===== config.mk =====
export PLATFORM = sky130hd
export DESIGN_NAME = rename_unit
export DESIGN_NICKNAME = d
export VERILOG_FILES = /design/src/rtl/rename_unit.sv
export SDC_FILE = /design/constraint.sdc
export NUM_CORES = 1
export LEC_CHECK = 0
export ABC_CLOCK_PERIOD_IN_PS = 4200
export CORE_ASPECT_RATIO = 0.6
export CORE_MARGIN = 2
export CORE_UTILIZATION = 38
export DETAILED_ROUTE_END_ITERATION = 10
export PLACE_DENSITY = 0.56
export SETUP_SLACK_MARGIN = 0.5
export SYNTH_ARGS = -nofsm -noshare
export SYNTH_HDL_FRONTEND = slang
export SYNTH_SLANG_ARGS = --single-unit

===== constraint.sdc =====
create_clock -name clk_i -period 4.2 [get_ports clk_i]
set_input_delay 0.63 -clock clk_i [delete_from_list [all_inputs] [get_ports clk_i]]
set_output_delay 0.63 -clock clk_i [all_outputs]
set_load 0.01 [all_outputs]

===== src/rtl/rename_unit.sv =====
// Register rename stage: RAT lookup, free-list allocation, ready-bit tracking
// with same-cycle CDB bypass, and commit-driven release back to the free list.
module rename_unit #(
  parameter int ARCH_REGS = 32,
  parameter int PHYS_REGS = 64
) (
  input  logic                         clk_i,
  input  logic                         reset_i,
  input  logic                         in_valid_i,
  output logic                         in_ready_o,
  input  logic [$clog2(ARCH_REGS)-1:0] rs1_i,
  input  logic [$clog2(ARCH_REGS)-1:0] rs2_i,
  input  logic [$clog2(ARCH_REGS)-1:0] rd_i,
  input  logic                         rd_we_i,
  output logic                         out_valid_o,
  output logic [$clog2(PHYS_REGS)-1:0] prs1_o,
  output logic [$clog2(PHYS_REGS)-1:0] prs2_o,
  output logic [$clog2(PHYS_REGS)-1:0] prd_o,
  output logic [$clog2(PHYS_REGS)-1:0] old_prd_o,
  output logic                         rs1_rdy_o,
  output logic                         rs2_rdy_o,
  input  logic                         cdb_en_i,
  input  logic [$clog2(PHYS_REGS)-1:0] cdb_tag_i,
  input  logic                         commit_en_i,
  input  logic [$clog2(PHYS_REGS)-1:0] commit_old_prd_i
);

  localparam int PW    = $clog2(PHYS_REGS);
  localparam int DEPTH = PHYS_REGS - ARCH_REGS;
  localparam int FW    = $clog2(DEPTH + 1);
  localparam int IW    = $clog2(DEPTH);

  logic [PW-1:0]        rat [ARCH_REGS];
  logic [PW-1:0]        free_list [DEPTH];
  logic [PHYS_REGS-1:0] ready;
  logic [PHYS_REGS-1:0] ready_nxt;
  logic [IW-1:0]        head;
  logic [IW-1:0]        tail;
  logic [FW-1:0]        count;
  logic                 started;

  logic          accept;
  logic          alloc;
  logic          push;
  logic [PW-1:0] src1;
  logic [PW-1:0] src2;
  logic [PW-1:0] new_prd;
  logic          src1_rdy;
  logic          src2_rdy;

  // started keeps in_ready_o low while reset is held and until the first edge after it.
  assign in_ready_o = started & (count != '0);
  assign accept     = in_valid_i & in_ready_o;
  assign alloc      = accept & rd_we_i & (rd_i != '0);
  assign push       = commit_en_i & (commit_old_prd_i != '0) & (count != FW'(DEPTH));
  assign src1       = rat[rs1_i];
  assign src2       = rat[rs2_i];
  assign new_prd    = free_list[head];
  assign src1_rdy   = ready[src1] | (cdb_en_i & (cdb_tag_i == src1));
  assign src2_rdy   = ready[src2] | (cdb_en_i & (cdb_tag_i == src2));

  // Allocation clears after the CDB set; p0 stays ready regardless.
  always_comb begin
    ready_nxt = ready;
    if (cdb_en_i && (cdb_tag_i != '0)) ready_nxt[cdb_tag_i] = 1'b1;
    if (alloc) ready_nxt[new_prd] = 1'b0;
    ready_nxt[0] = 1'b1;
  end

  always_ff @(posedge clk_i or negedge reset_i) begin
    if (!reset_i) begin
      for (int unsigned i = 0; i < ARCH_REGS; i++) rat[i] <= PW'(i);
    end else if (alloc) begin
      rat[rd_i] <= new_prd;
    end
  end

  always_ff @(posedge clk_i or negedge reset_i) begin
    if (!reset_i) begin
      for (int unsigned i = 0; i < DEPTH; i++) free_list[i] <= PW'(ARCH_REGS + i);
    end else if (push) begin
      free_list[tail] <= commit_old_prd_i;
    end
  end

  always_ff @(posedge clk_i or negedge reset_i) begin
    if (!reset_i) begin
      ready   <= '1;
      head    <= '0;
      tail    <= '0;
      count   <= FW'(DEPTH);
      started <= 1'b0;
    end else begin
      ready   <= ready_nxt;
      started <= 1'b1;
      if (alloc) head <= (head == IW'(DEPTH - 1)) ? '0 : head + IW'(1);
      if (push)  tail <= (tail == IW'(DEPTH - 1)) ? '0 : tail + IW'(1);
      case ({alloc, push})
        2'b10:   count <= count - FW'(1);
        2'b01:   count <= count + FW'(1);
        default: count <= count;
      endcase
    end
  end

  always_ff @(posedge clk_i or negedge reset_i) begin
    if (!reset_i) begin
      out_valid_o <= 1'b0;
      prs1_o      <= '0;
      prs2_o      <= '0;
      prd_o       <= '0;
      old_prd_o   <= '0;
      rs1_rdy_o   <= 1'b0;
      rs2_rdy_o   <= 1'b0;
    end else begin
      out_valid_o <= accept;
      prs1_o      <= accept ? src1 : '0;
      prs2_o      <= accept ? src2 : '0;
      prd_o       <= alloc ? new_prd : '0;
      old_prd_o   <= alloc ? rat[rd_i] : '0;
      rs1_rdy_o   <= accept & src1_rdy;
      rs2_rdy_o   <= accept & src2_rdy;
    end
  end

endmodule


==> flow_summary.yaml <==
yosys:
  ys.flop_type: "dfstp_2"
  async_flop_share: 1.00
  synth_cell_type_count: 74
  synth_simple_gate_area_frac: 0.0830
  synth_mux_area_frac: 0.310
  syn_area_per_cell_um2: 12.4
  synth_fa_ha_area_frac: 0.00642
  synth_warnings: 0
  syn_inst: 2145
  yosysSeqAreaShare: 0.476
  ys_ff_latch: 491
  syn_nets: 2191
  synth_top_family_by_area: "multiplexers"
  netlist_area_um2: 26500
  synth_compound_area_frac: 0.0875
  synthXorXnorAreaFrac: 0.00562
  synth_edf_count: 0
power_and_ir_drop:
  p_clk_frac: 0.243
  combPwrFrac: 0.346
  seqPwrFrac: 0.411
  finalPower_mw: 19.2
  p_leak_nw: 12.3
  switching_share: 0.357
  internal_power_mw: 12.3
  peakVddDrop_mv: 0.409
  p_per_area_nw_per_um2: 635
  p_sw_mw: 6.85
detailed_routing:
  post-route-drc-count: 0
  ant_nets: 0
  dr.pass1.iters: 5
  routedWlPerCell_um: 27.1
  routed_via_density: 6.06
  drt_iter0_drc: 2167
  vias: 19100
  wl_mm: 85.7
place:
  hpwl_mm: 61.4
  place_ws_ns: -0.0891
  placed_area_um2: 28500
  io_buffers: 60
  dp_cells: 3063
  gp_congestion: 1.02
layout:
  drive_gt1_frac: 0.395
  final_cell_mix: "277 x a21oi_1, 256 x dfstp_2, 243 x nor2_1"
  fin_area_um2: 30200
  instances_no_fill: 3157
  syn_to_final_growth_pct: 14.1
  final_common_cell: "a21oi_1"
  num-nets-final: 2248
floorplanning:
  io_pins: 61
  dieArea_um2: 71900
  fp.dieH_um: 209
  start_util: 0.387
  core_region_area_um2: 68500
  num_rows: 74
  die_w_um: 345
timing:
  min_period_ns: 3.58
  worst_slew_pin_slew_ns: 1.28
  relSlewSlack: 0.137
  finalWorstSetupSlack_ns: 0.619
  rsz0062_at_grt: "true"
  setup_viol: 0
  hold_viol_final: 0
  skew_ns: 0.0421
  drv_slew: 0
  finalCritPeriodShare: 0.853
  timing.fmax_ghz: 0.279
clock_tree:
  numCtsBuffers: 49
  clk_latency_ns: 0.63
  htree_levels: 2
  cts-root-buf: "clkbuf_16"
  path_clk_slew_ns: 0.06
  cts_tree: "done"
  post_cts_hold_buffer_count: 0
  cts.sinks: 491
  cts.path.max_buffers: 3
setup_path:
  path_max_fanout: 5
  required_ns: 4.72
  reg2reg_slack_ns: 0.62
  r2r_start: "count[0]$_DFFE_PN0P_"
  cp.arrival_ns: 4.10
  r2r.worst_path.cells: 17
  end_kind: "register"
  crit_start: "count[0]$_DFFE_PN0P_"
  worstSetupPathType: "register to register"
  cp-start-kind: "register"
grt:
  grt_pass1_vias: 18800
  overflow: 0
  grt_antenna_before_repair: 1
  grt_max_degree: 93
  grt_usage: 0.242
  grt_pass1_wl_mm: 129
flow_run:
  drv_cap: 0
worst_hold_path:
  hold_path_class: "input pin to asynchronous set/reset pin"
status:
  outcome: "finished, final reports clean"
## synthesized netlist by cell type (all sizes together) (10+ instances only)
library cell | number | area, µm²
a22oi | 25 | 188
ha | 12 | 150
buf | 50 | 340
inv | 10 | 37.5
mux2 | 201 | 2260
dfrtp | 235 | 5880
nand2 | 148 | 558
clkbuf | 118 | 443
dfstp | 256 | 6730
mux2i | 116 | 1240
a31oi | 10 | 62.6
nand2b | 13 | 81.3
nand3 | 15 | 75.1
o21ai | 60 | 300
xnor2 | 14 | 123
nor3 | 14 | 80.1
nor2 | 244 | 923
nor2b | 17 | 106
mux4 | 208 | 4720
a21oi | 277 | 1390
## power groups by stage
stage | sequential [mW] | combinational, mW | clock (mW)
floorplan | 7.30 | 4.54 | 0
global placement | 7.82 | 6.37 | 0
detailed placement | 7.89 | 6.51 | 0
CTS | 7.83 | 6.53 | 4.79
global route | 8.05 | 7.09 | 4.99
finish | 7.89 | 6.63 | 4.67
## per-stage QoR
step	hold WS, ns	utilization	TNS, ns
6_report	0.0736	0.441	0
5_1_grt	0.0995	0.441	0
4_1_cts	0.102	0.441	0
3_5_place_dp	0.406	0.416	-0.0891
3_3_place_gp	0.392	0.416	-0.0938
2_1_floorplan	0.334	-	0
## logic make-up (layout without fill, tap and decap cells)
logic type / count (synthesis) / count (layout)
muxes: 525 / 525
and+or+nand+nor: 501 / 501
DFF: 491 / 491
AOI/OAI and AO/OA: 418 / 418
buffers and inverters: 179 / 276
xor gates and xnor gates: 17 / 17
adders and majority gates: 13 / 13
other: 1 / 4
## worst max-delay path: stages (launching register included)
cell	delay (ns)
dfrtp_1	0.42
or4_1	0.57
o31a_1	0.34
nand2_2	0.10
inv_1	0.10
nand2_1	0.14
a21oi_1	0.09
clkinv_2	0.12
ha_1	0.18
inv_1	0.12
ha_1	0.30
a21o_1	0.17
a21oi_1	0.22
o21bai_1	0.09
a21oi_1	0.18
xnor2_1	0.09
nor2_1	0.11
xor2_1	0.16
## sequential cells by signal, summed over array words and instances, names as in the netlist, 6 cells and up
register / count
free_list: 192
rat: 192
ready: 63
count: 6
old_prd_o: 6
prd_o: 6
prs1_o: 6
prs2_o: 6
## layer usage
metal | vias to the layer above | track usage | share of wire
li1 | 8101 | - | -
met1 | 9944 | 0.398 | 0.48
met2 | 988 | 0.298 | 0.38
met3 | 105 | 0.0821 | 0.12
met4 | 0 | 0.0452 | 0.015
met5 | - | 0 | 0
## worst paths after layout
kind	to
min in group clk_i	rat[191]$_DFFE_PN0P_
min	count[1]$_DFFE_PN0P_
max	count[5]$_DFFE_PN1P_
min reg2reg	rat[191]$_DFFE_PN0P_
max in group asynchronous	free_list[164]$_DFFE_PN1P_
max reg2reg	count[5]$_DFFE_PN1P_
## layout make-up
cell class	count	area [µm²]
clock inverter	21	265
tap	912	1140
inverter	11	42.5
multi-input combinational	1475	13100
timing repair buffer	174	1610
clock buffer	70	1400
fill	6279	38300
antenna	3	7.51
sequential	491	12600
## repair_timing
item                       4_1_cts  5_1_grt
gates resized for setup          0        4
buffers inserted                 0        0
setup endpoints to repair        0       12
(Power assumes the default switching activity.)
